### src/rtl/serial_add_pkg.sv
// Shared definitions for the bit-serial adder controller.
//   state_t    : controller FSM encoding (IDLE / RUN / DONE)
//   bit_cycles : length of one bit window for a given adder settle latency
//   BIT_CYC    : bit window length for the default adder latency
package serial_add_pkg;

  typedef enum logic [1:0] {
    IDLE = 2'd0,
    RUN  = 2'd1,
    DONE = 2'd2
  } state_t;

  // One window per bit: FA_LAT edges to settle plus the sampling edge.
  function automatic int bit_cycles(input int fa_lat);
    return fa_lat + 1;
  endfunction

  localparam int FA_LAT_DEFAULT = 3;
  localparam int BIT_CYC        = bit_cycles(FA_LAT_DEFAULT);

endpackage

### src/rtl/serial_add_ctrl.sv
// Bit-serial sequencer driving one shared synchronous full adder (sync_FA,
// instantiated in the parent) to perform a W-bit addition, LSB first.
// Ports:
//   clk, rst_n                   clock, async active-low reset
//   in_valid/in_ready            operand handshake (ready only in IDLE)
//   in_a, in_b, in_cin           operands and carry-in
//   fa_a, fa_b, fa_cin           adder inputs, held for a whole bit window
//   fa_sum, fa_cout              adder outputs, sampled at end of window
//   out_valid/out_ready          result handshake (valid only in DONE)
//   out_sum, out_cout            W-bit sum and final carry
module serial_add_ctrl
  import serial_add_pkg::*;
#(
  parameter int W      = 8,
  parameter int FA_LAT = 3
) (
  input  logic         clk,
  input  logic         rst_n,
  input  logic         in_valid,
  output logic         in_ready,
  input  logic [W-1:0] in_a,
  input  logic [W-1:0] in_b,
  input  logic         in_cin,
  output logic         fa_a,
  output logic         fa_b,
  output logic         fa_cin,
  input  logic         fa_sum,
  input  logic         fa_cout,
  output logic         out_valid,
  input  logic         out_ready,
  output logic [W-1:0] out_sum,
  output logic         out_cout
);

  localparam int WIN_CYC = bit_cycles(FA_LAT);
  localparam int KW      = $clog2(W);
  localparam int CW      = (WIN_CYC > 1) ? $clog2(WIN_CYC) : 1;

  localparam logic [KW-1:0] K_LAST = KW'(W - 1);
  localparam logic [CW-1:0] W_END  = CW'(FA_LAT);

  state_t state, state_nxt;

  logic [KW-1:0] k;        // bit index
  logic [CW-1:0] w;        // cycle within current bit window
  logic [W-1:0]  a_reg;
  logic [W-1:0]  b_reg;
  logic [W-2:0]  sum_reg;  // bits 0..W-2; bit W-1 goes straight to out_sum
  logic          carry;

  logic accept;
  logic bit_end;
  logic last_bit;

  always_ff @(posedge clk or negedge rst_n) begin
    if (!rst_n) state <= IDLE;
    else        state <= state_nxt;
  end

  always_comb begin
    state_nxt = state;
    in_ready  = 1'b0;
    out_valid = 1'b0;
    fa_a      = 1'b0;
    fa_b      = 1'b0;
    fa_cin    = 1'b0;
    bit_end   = 1'b0;
    last_bit  = 1'b0;
    case (state)
      IDLE: begin
        in_ready = 1'b1;
        if (in_valid) state_nxt = RUN;
      end
      RUN: begin
        // Adder inputs come from registers that only move at a window
        // boundary, so they are stable for the full window.
        fa_a     = a_reg[k];
        fa_b     = b_reg[k];
        fa_cin   = carry;
        bit_end  = (w == W_END);
        last_bit = bit_end && (k == K_LAST);
        if (last_bit) state_nxt = DONE;
      end
      DONE: begin
        out_valid = 1'b1;
        if (out_ready) state_nxt = IDLE;
      end
      default: state_nxt = IDLE;
    endcase
    accept = in_ready && in_valid;
  end

  always_ff @(posedge clk or negedge rst_n) begin
    if (!rst_n) begin
      k        <= '0;
      w        <= '0;
      a_reg    <= '0;
      b_reg    <= '0;
      sum_reg  <= '0;
      carry    <= 1'b0;
      out_sum  <= '0;
      out_cout <= 1'b0;
    end else if (accept) begin
      a_reg <= in_a;
      b_reg <= in_b;
      carry <= in_cin;
      k     <= '0;
      w     <= '0;
    end else if (state == RUN) begin
      if (bit_end) begin
        w     <= '0;
        carry <= fa_cout;
        if (last_bit) begin
          out_sum  <= {fa_sum, sum_reg};
          out_cout <= fa_cout;
        end else begin
          sum_reg[k] <= fa_sum;
          k          <= k + 1'b1;
        end
      end else begin
        w <= w + 1'b1;
      end
    end
  end

endmodule
### config.mk
export PLATFORM = sky130hd
export DESIGN_NAME = serial_add_ctrl
export DESIGN_NICKNAME = d
export VERILOG_FILES = /design/src/rtl/serial_add_pkg.sv /design/src/rtl/serial_add_ctrl.sv
export SDC_FILE = /design/constraint.sdc
export NUM_CORES = 1
export LEC_CHECK = 0
export ABC_AREA = 1
export BUFFER_PORTS_ARGS = -buffer_cell sky130_fd_sc_hd__buf_2
export CAP_MARGIN = 20
export CORE_MARGIN = 4
export CORE_UTILIZATION = 49
export CTS_CLUSTER_SIZE = 25
export DETAILED_ROUTE_END_ITERATION = 8
export PLACE_DENSITY = 0.75
export SETUP_SLACK_MARGIN = 0.1
export SYNTH_ARGS = -nofsm -noshare
export SYNTH_HDL_FRONTEND = slang
export SYNTH_SLANG_ARGS = --single-unit
### constraint.sdc
create_clock -name clk -period 1.4 [get_ports clk]
set_input_delay 0.07 -clock clk [delete_from_list [all_inputs] [get_ports clk]]
set_output_delay 0.07 -clock clk [all_outputs]
set_load 0.05 [all_outputs]
# == Yosys cells after proc, flatten, opt, wreduce, memory -nomap -nowiden ==
# Index checks and enable logic that the tools add are counted.
# word_totals
inputBits,23
word_cells,62
out_inout_bits,14
ff_bits,40
# op_classes
n_eq_ne,8
add_sub_neg,2
n_mux,28
n_reduce_logical,11
n_bitwise,2
n_lt_le_gt_ge,2
# ops
op,n
1-bit two-way mux,13
2-bit two-way mux,6
3-bit two-way mux,4
"2-bit != test, second input constant",4
4-bit AND reduction,2
7-bit bitwise mux,1
1-bit binary-select mux with 3-bit select,2
2-bit case mux with 3 select lines,1
3-bit AND reduction,2
"2-bit equality test, second input constant",2
"3-bit by 4-bit less-than comparator with 1-bit output, second input constant",1
2-bit nonzero test,2
"3-bit by 1-bit adder with 3-bit output, second input constant",1
1-bit demux with 3-bit select,1
"3-bit equality test, second input constant",1
"3-bit by 1-bit greater-or-equal comparator with 1-bit output, second input constant",1
1-bit logical AND,3
"2-bit by 1-bit adder with 2-bit output, second input constant",1
"2-bit by 1-bit equality test with 1-bit output, second input constant",1
2-bit logical NOT,1
1-bit inverter,2
2-bit AND reduction,1

# == Depth between registers and ports, before layout ==
# Gate-level depths: netlist (run 1).
# logic_depth
word_depth,7
ltp_mapped,7
ltp_nobuf,7

# == Worst setup path after synthesis (run 1) ==
# No wires, ideal clock.
# synth_path
path_type,flip-flop to output port
from,reg k[1]
to,out fa_a
t_arrival_ps,1672
path_buffers,1
stages_incl_launch_ff,7
setup_slack_ps,-342
path_cell_list,dfrtp_1 -> buf_2 -> nor2_2 -> nand3_1 -> nand2_1 -> nor2_1 -> a21oi_1
# synth_between
elab_chain_cells,3
# synth_rtl
element,line,source
"start, declared",serial_add_ctrl.sv:44,logic [KW-1:0] k;
"start signal, assigned",serial_add_ctrl.sv:118,k <= k + 1'b1;
1-bit binary-select mux with 3-bit select,serial_add_ctrl.sv:77,fa_a = a_reg[k];
1-bit two-way mux (not written as such),serial_add_ctrl.sv:77,
1-bit two-way mux,serial_add_ctrl.sv:69,case (state)
"end, declared",serial_add_ctrl.sv:24,"output logic fa_a,"
# No other way between the ends. The select of a mux whose other input is x is not followed.

# == Final worst setup path (run 1) ==
# Ends and elaborated chain as after synthesis.

==> flow_summary.json, run 1 <==
{
  "timing.fmax_ghz": 0.635,
  "gp_congestion": 0.804,
  "cp-endpoint": "fa_a",
  "finalCritPeriodShare_pct": 112,
  "power_per_cell_area_nw_per_um2": 2220,
  "crit-reg2reg-capture": "sum_reg[2]",
  "whs_ps": 15.6,
  "synth_fp_nets": 251,
  "ys_top_cells_by_count": "nand2_1, dfrtp_1, nor2_1",
  "p_clk_share_pct": 12.0,
  "cp_num_buf_inv": 1,
  "die_x_um": 69.8,
  "tritoncts": "yes",
  "stdcell_area_um2": 2790,
  "yosys_warnings": 0,
  "startpoint": "k[1]",
  "synth_edf_count": 0,
  "syn2layout_area_growth_pct": 49.1,
  "finalHoldViolCount": 0,
  "postLayoutSetupSlackWorst_ps": -174,
  "postRouteAntennaNets": 0,
  "num_vias": 1799,
  "crit_chain": "nor2_4 > nand3_1 > nand2_1 > nor2_2 > a21oi_4 > buf_6",
  "clock_path_buffers": 2,
  "reg2reg_setup_slack_ps": -130,
  "syn_area_per_cell_um2": 8.32,
  "final_cells": 359,
  "place_area_um2": 2270,
  "grt_pass1_vias": 1738,
  "drt_wl_total_um": 4810,
  "dp_slack_ps": -29.1,
  "numCtsBuffers": 5,
  "synth.distinct_cells": 25,
  "hold_path_depth": 3,
  "die_h_um": 69.8,
  "synth_top_area_share_pct": 53.5,
  "clk_latency_ps": 300,
  "slowest_delay_ps": 480,
  "hold_path.class": "input port to register",
  "p_switching_mw": 2.84,
  "maxCapViolCount": 0,
  "setup-tns-final_ps": -1310,
  "grt.total_usage_pct": 20.5,
  "yosysTopAreaCell": "dfrtp_1",
  "cp_max_fo": 8,
  "post_drt_wl_per_cell_um": 13.4,
  "antenna_found_initial": 0,
  "async_flop_share_pct": 100,
  "p_leak_nw": 1.43,
  "drive_gt1_share_pct": 37.9,
  "p_comb_share_pct": 54.7,
  "synth_area_leaders": "dfrtp_1, nand2_1, nand4_1, nand3_1, o21ai_1",
  "htree_levels": 2,
  "drt_iter0_drc": 91,
  "violations": "setup timing",
  "r2r-start": "k[0]",
  "dp_hpwl_um": 2900,
  "period_minus_slack_ps": 1570,
  "final-max-slew-violation-count": 0,
  "rsz0062_at_grt": "yes",
  "tightest_slew_ps": 397,
  "cts_root_buffer": "clkbuf_8",
  "status": "complete, but fails checks",
  "crit_type": "register to primary output",
  "cpLargestDelayFamily": "flip-flops",
  "port_buffers": 36,
  "p_seq_share_pct": 33.3,
  "layout.nets": 336,
  "dp_cells": 322,
  "syn_area_um2": 1870,
  "skew_ps": 8.78,
  "p_int_mw": 3.37,
  "critPathCaptureType": "primary output",
  "swShare_pct": 45.8,
  "yosysMostFrequentCell": "nand2_1",
  "drc": 0,
  "gr-total-overflow": 0,
  "ios": 37,
  "finalSetupViolations": 21,
  "peakVddDrop_mv": 1.71,
  "grt_pass1_wl_um": 7910,
  "clock_sinks": 40,
  "path_depth": 6,
  "clk_pin_slew_worst_paths_ps": 70,
  "core.rowCount": 22,
  "die_area_um2": 4870,
  "critPathLaunchType": "register",
  "ys.flop_type": "dfrtp_1",
  "slew_headroom_pct": 73.6,
  "worst_path_max_delay_cell": "dfrtp_2",
  "dr.pass1.iters": 4,
  "syn_inst": 225,
  "start_util_pct": 50.7,
  "coreArea_um2": 3690,
  "cp.required_ps": 1330,
  "r2r_cells": 7,
  "finalPower_mw": 6.21,
  "avgViaCountPerCell": 5.01,
  "n_antenna_cell": 0,
  "yosysSeqAreaShare_pct": 53.5,
  "grt_max_degree": 26,
  "fin_util_pct": 75.7,
  "arrival_ps": 1500,
  "synth_seq_cells": 40
}
-- logic make-up after synthesis --
kind of cell,Yosys count,share of synthesized area [%]
and+or+nand+nor,145,34.5
DFF,40,53.5
buffers and inverters,20,5.01
AOI/OAI and AO/OA,17,5.01
adders and majority gates,3,2.01
-- how the worst min path moves through the flow --
stage,start,end,slack (ps)
3_5_place_dp,rst_n,w[1],10
2_1_floorplan,rst_n,a_reg[0],-230
3_3_place_gp,rst_n,w[1],10
6_report,in_cin,carry,20
5_1_grt,in_cin,carry,40
4_1_cts,in_cin,carry,20
-- area by class of cell --
cell class	instances	area, um^2
Tap cell	48	60.1
Multi-Input combinational cell	166	923
Sequential cell	40	1010
Clock buffer	7	76.3
Fill cell	256	897
Timing Repair Buffer	83	648
Clock inverter	1	5.00
Inverter	14	71.3
-- metal layers --
layer | track usage (%) | up-vias | wire length (um)
li1 | - | 893 | -
met1 | 25.5 | 850 | 1980
met2 | 34.1 | 46 | 2530
met3 | 6.09 | 10 | 225
met4 | 6.81 | 0 | 85
met5 | 0 | - | 0
-- worst min-delay path, delay by kind of cell --
kind / cells / cell delay, ps
buffers and inverters: 1 / 80
AO/OA/AOI/OAI: 1 / 80
AND/OR/NAND/NOR: 1 / 40
-- cell usage in the layout (no fill, tap or decap), drive strengths merged --
cell and count:
dlygate4sd3 18, o21ai 12, a21oi 3, nand2 109, nor2 16, clkbuf 7, clkinv 2, nand3 9
buf 65, inv 13, nor3 3, ha 3, o31ai 1, nand4 9, dfrtp 40, o211ai 1
-- what timing repair did --
item | in CTS | in global routing
gates cloned | 1 | 0
setup buffers | 7 | 3
pin swaps | 4 | 10
setup endpoints to repair | 24 | 26
resized for setup | 33 | 21
hold buffers | 18 | 0
hold endpoints to repair | 32 | 0
-- power groups by stage --
stage               clock network (mW)  registers [mW]  logic (mW)
finish                           0.745            2.06        3.40
global placement                     0            2.02        2.68
floorplan                            0            2.23        1.75
detailed placement                   0            2.03        2.74
global route                     0.812            2.12        3.70
CTS                              0.748            2.04        3.17
No activity file was read; power rests on OpenSTA's default activity.
==> run 2: changes to the inputs <==
--- a/config.mk
+++ b/config.mk
@@ -17,3 +17,4 @@
 export SYNTH_ARGS = -nofsm -noshare
 export SYNTH_HDL_FRONTEND = slang
 export SYNTH_SLANG_ARGS = --single-unit
+export TNS_END_PERCENT = 5
==> constraint.sdc (replaced) <==
create_clock -name clk -period 1.4 [get_ports clk]
set_input_delay 0.28 -clock clk [delete_from_list [all_inputs] [get_ports clk]]
set_output_delay 0.28 -clock clk [all_outputs]
set_load 0.05 [all_outputs]
==> run 2 against run 1 <==
Net effect: hold slack improved by 140 ps; clock power up 5.2%; die area stayed put; the flow still finishes with violations (setup timing); count of clock-buffer cells in the layout is 1 lower; critical path type unchanged.
==> flow_summary.json, run 2 (synthesis results as in run 1) <==
{
  "drt_iter0_drc": 51,
  "power_per_cell_area_nw_per_um2": 2360,
  "final_common_cell": "nand2_1",
  "maxCapViolCount": 0,
  "peakVddDrop_mv": 1.59,
  "finalCritPeriodShare_pct": 127,
  "fillers": 329,
  "slew_headroom_pct": 81.5,
  "hold_path_end": "state[1]",
  "postRouteAntennaNets": 0,
  "drt_wl_total_um": 3940,
  "finalSetupViolations": 25,
  "timing.fmax_ghz": 0.561,
  "clock_path_buffers": 2,
  "num_vias": 1670,
  "clk_latency_ps": 290,
  "crit_chain": "buf_12 > nor2_4 > nand3_1 > nand3_1 > nor2_1 > nor2_4 > buf_6",
  "startpoint": "k[1]",
  "drc": 0,
  "rsz0062_at_grt": "yes",
  "fin_util_pct": 68.5,
  "postLayoutSetupSlackWorst_ps": -381,
  "slowest_delay_ps": 420,
  "hp-start": "out_ready",
  "ios": 37,
  "grt_pass1_wl_um": 7030,
  "critPathLaunchType": "register",
  "die_h_um": 69.8,
  "skew_ps": 4.50,
  "clock_sinks": 40,
  "n_antenna_cell": 0,
  "mostFrequentLayoutCells": "nand2_1, dfrtp_1, buf_2",
  "arrival_ps": 1500,
  "syn2layout_area_growth_pct": 35.0,
  "coreArea_um2": 3690,
  "post_drt_wl_per_cell_um": 11.6,
  "port_buffers": 36,
  "tritoncts": "yes",
  "grt.total_usage_pct": 17.7,
  "htree_levels": 2,
  "tightest_slew_ps": 277,
  "r2r_cells": 7,
  "die_x_um": 69.8,
  "core.rowCount": 22,
  "hold_path_depth": 2,
  "final-max-slew-violation-count": 0,
  "cp_max_fo": 8,
  "clk_pin_slew_worst_paths_ps": 80,
  "gr-total-overflow": 0,
  "violations": "setup timing",
  "layout.nets": 316,
  "hold_path.class": "input port to register",
  "numCtsBuffers": 5,
  "die_area_um2": 4870,
  "grt_max_degree": 41,
  "dp_hpwl_um": 2810,
  "r2r-start": "k[0]",
  "start_util_pct": 50.7,
  "drive_gt1_share_pct": 34.7,
  "grt_pass1_vias": 1667,
  "crit_type": "register to primary output",
  "cp.required_ps": 1120,
  "finalHoldViolCount": 0,
  "avgViaCountPerCell": 4.93,
  "status": "complete, but fails checks",
  "dr.pass1.iters": 4,
  "worst_path_max_delay_cell": "dfrtp_1",
  "antenna_found_initial": 0,
  "gp_congestion": 0.797,
  "p_leak_nw": 1.34,
  "period_minus_slack_ps": 1780,
  "reg2reg_setup_slack_ps": -140,
  "crit-reg2reg-capture": "k[0]",
  "cts_root_buffer": "clkbuf_8",
  "critPathCaptureType": "primary output",
  "whs_ps": 159
}
-- run 2: how the worst max path moves through the flow --
stage / to / slack (ps) / cells after the start
floorplan: fa_a / -50 / 6
global placement: fa_a / -200 / 6
detailed placement: fa_a / -210 / 6
CTS: fa_a / -380 / 7
global route: fa_a / -470 / 6
finish: fa_b / -380 / 7
-- run 2: layer usage --
layer	vias up	part of all wire (%)	global-route usage, %
li1	845	-	-
met1	775	46	22.3
met2	43	48	29.0
met5	-	0	0
met3	7	5.1	5.51
met4	0	1.7	5.74
-- run 2: area by class of cell --
| type | instances | area (um^2) | area share (%) |
|---|---|---|---|
| Multi-Input combinational cell | 165 | 850 | 33.6 |
| Tap cell | 48 | 60.1 | 2.38 |
| Clock inverter | 2 | 10.0 | 0.396 |
| Timing Repair Buffer | 64 | 457 | 18.1 |
| Inverter | 14 | 63.8 | 2.53 |
| Clock buffer | 6 | 82.6 | 3.27 |
| Sequential cell | 40 | 1000 | 39.7 |
-- run 2: critical path: cells and delay by family, from the launching register on --
kind                   cells  cell delay [ps]
buffers and inverters      2              320
DFF                        1              420
and+or+nand+nor            5              470
-- run 2: timing repair --
| action | CTS | global route |
|---|---|---|
| hold buffers | 1 | 0 |
| buffers inserted | 3 | 1 |
| hold endpoints to repair | 40 | 0 |
| resized for setup | 24 | 4 |
| setup endpoints to repair | 27 | 27 |
| pin swaps | 5 | 4 |
-- run 2: where the power goes --
group          internal (mW)  switching, mW
Combinational           1.28           1.91
Clock                  0.393          0.391
Sequential              1.66          0.333
-- run 2: stage by stage --
| stage | instance area [um^2] | std cells | worst slack, ps | TNS [ps] | total power, mW |
|---|---|---|---|---|---|
| finish | 2530 | 339 | -381 | -2660 | 5.96 |
| global route | 2530 | 339 | -474 | -4650 | 6.41 |
| CTS | 2510 | 338 | -384 | -2250 | 5.94 |
| detailed placement | 2310 | 326 | -212 | -3190 | 4.87 |
| global placement | 2310 | 326 | -203 | -2520 | 4.79 |
| floorplan | 1920 | 225 | -53.5 | -74.3 | 3.99 |
==> run 3: changes to the inputs <==
--- a/config.mk
+++ b/config.mk
@@ -9,10 +9,9 @@
 export BUFFER_PORTS_ARGS = -buffer_cell sky130_fd_sc_hd__buf_2
 export CAP_MARGIN = 20
 export CORE_MARGIN = 4
-export CORE_UTILIZATION = 49
+export CORE_UTILIZATION = 40
 export CTS_CLUSTER_SIZE = 25
 export DETAILED_ROUTE_END_ITERATION = 8
-export PLACE_DENSITY = 0.75
 export SETUP_SLACK_MARGIN = 0.1
 export SYNTH_ARGS = -nofsm -noshare
 export SYNTH_HDL_FRONTEND = slang
==> run 3 against run 2 <==
Net effect: critical path type unchanged; sequential share of layout area shrank 0.37 points; die area grew 20%; critical endpoint is now fa_a; the run still ends with setup timing left; routed wire length is essentially flat.
==> flow_summary.json, run 3 (synthesis results as in run 1) <==
{
  "finalSetupViolations": 19,
  "stdcell_area_um2": 2550,
  "p_leak_nw": 1.33,
  "maxCapViolCount": 0,
  "die_x_um": 76.4,
  "violations": "setup timing",
  "cpLargestDelayFamily": "flip-flops",
  "fillers": 421,
  "finalHoldViolCount": 0,
  "final-max-slew-violation-count": 0,
  "final_cells": 339,
  "layout.nets": 312,
  "drt_iter0_drc": 38,
  "post_drt_wl_per_cell_um": 11.6,
  "gr-total-overflow": 0,
  "antenna_found_initial": 0,
  "clock_sinks": 40,
  "grt_pass1_wl_um": 7140,
  "dp_hpwl_um": 3000,
  "die_area_um2": 5840,
  "tightest_slew_ps": 432,
  "r2r-start": "k[0]",
  "slew_headroom_pct": 71.2,
  "critPathLaunchType": "register",
  "dp_cells": 329,
  "clock_path_buffers": 2,
  "cp_max_fo": 8,
  "grt_pass1_vias": 1651,
  "critPathCaptureType": "primary output",
  "start_util_pct": 42.1,
  "setup-tns-final_ps": -1390,
  "drive_gt1_share_pct": 34.8,
  "crit_chain": "buf_12 > nor2_4 > nand3_1 > nand2_1 > nor2_1 > a21oi_4 > buf_8",
  "rsz0062_at_grt": "yes",
  "dp_slack_ps": -204,
  "coreArea_um2": 4440,
  "clk_pin_slew_worst_paths_ps": 80,
  "drc": 0,
  "finalPower_mw": 6.07,
  "grt_max_degree": 19,
  "peakVddDrop_mv": 1.99,
  "n_antenna_cell": 0,
  "gp_congestion": 0.811,
  "drt_wl_total_um": 3950,
  "avgViaCountPerCell": 4.75,
  "tritoncts": "yes",
  "finalCritPeriodShare_pct": 127,
  "hold_path.class": "input port to register",
  "ios": 37,
  "final_common_cell": "nand2_1",
  "htree_levels": 2,
  "startpoint": "k[1]",
  "postRouteAntennaNets": 0,
  "grt.total_usage_pct": 14.9,
  "worst_path_max_delay_cell": "dfrtp_1",
  "numCtsBuffers": 5,
  "slowest_delay_ps": 420,
  "port_buffers": 36,
  "hp-start": "out_ready",
  "whs_ps": 149,
  "cts_root_buffer": "clkbuf_8",
  "clk_latency_ps": 300,
  "die_h_um": 76.4,
  "timing.fmax_ghz": 0.563,
  "cp.required_ps": 1120,
  "skew_ps": 10.2,
  "crit_type": "register to primary output",
  "postLayoutSetupSlackWorst_ps": -378,
  "place_area_um2": 2310,
  "core.rowCount": 24,
  "dr.pass1.iters": 4,
  "period_minus_slack_ps": 1780,
  "num_vias": 1609,
  "fin_util_pct": 57.4,
  "arrival_ps": 1500,
  "status": "complete, but fails checks",
  "mostFrequentLayoutCells": "nand2_1, dfrtp_1, buf_2",
  "cp_num_buf_inv": 2,
  "syn2layout_area_growth_pct": 36.2,
  "power_per_cell_area_nw_per_um2": 2380
}
run 3: report_power, final:
group	switching, mW	internal [mW]
Sequential	0.323	1.66
Clock	0.402	0.583
Combinational	1.90	1.20
Total	2.63	3.44
run 3: worst register-to-register path: stages, from the launching register on:
cell     delay [ps]
dfrtp_2         480
buf_6           140
ha_2            190
ha_4            200
inv_4            80
nand2_1          70
buf_4           140
o21ai_1         110
run 3: area by class of cell:
| cell class | instances | area (um^2) | area share, % |
|---|---|---|---|
| flip-flops and latches | 40 | 1000 | 39.4 |
| multi-input cells | 165 | 861 | 33.8 |
| repair buffers | 60 | 434 | 17.0 |
| clock buffers | 6 | 82.6 | 3.24 |
| inverters | 14 | 65.1 | 2.55 |
| well taps | 52 | 65.1 | 2.55 |
| clock inverters | 2 | 38.8 | 1.52 |
run 3: path summary, 6_finish.rpt:
check / endpoint / slack, ps / depth (start not counted)
max: fa_a / -380 / 7
min: state[1] / 150 / 2
max reg2reg: k[0] / -80 / 7
min reg2reg: out_sum[1] / 470 / 2
max in group asynchronous: out_sum[4] / 490 / 3
min in group asynchronous: w[1] / 450 / 2
run 3: layer usage:
layer,track usage (%),up-vias,part of all wire [%]
met2,26.4,30,48
met5,0,-,0
li1,-,836,-
met1,17.3,736,45
met4,4.89,0,1.6
met3,4.14,7,5.2
run 3: repair_timing:
| action | 4_1_cts | 5_1_grt |
|---|---|---|
| resized for setup | 24 | 9 |
| endpoints found under the setup margin | 26 | 36 |
| pin swaps | 5 | 1 |
| setup buffers | 1 | 0 |
| hold buffers | 1 | 0 |
| endpoints found under the hold margin | 16 | 0 |
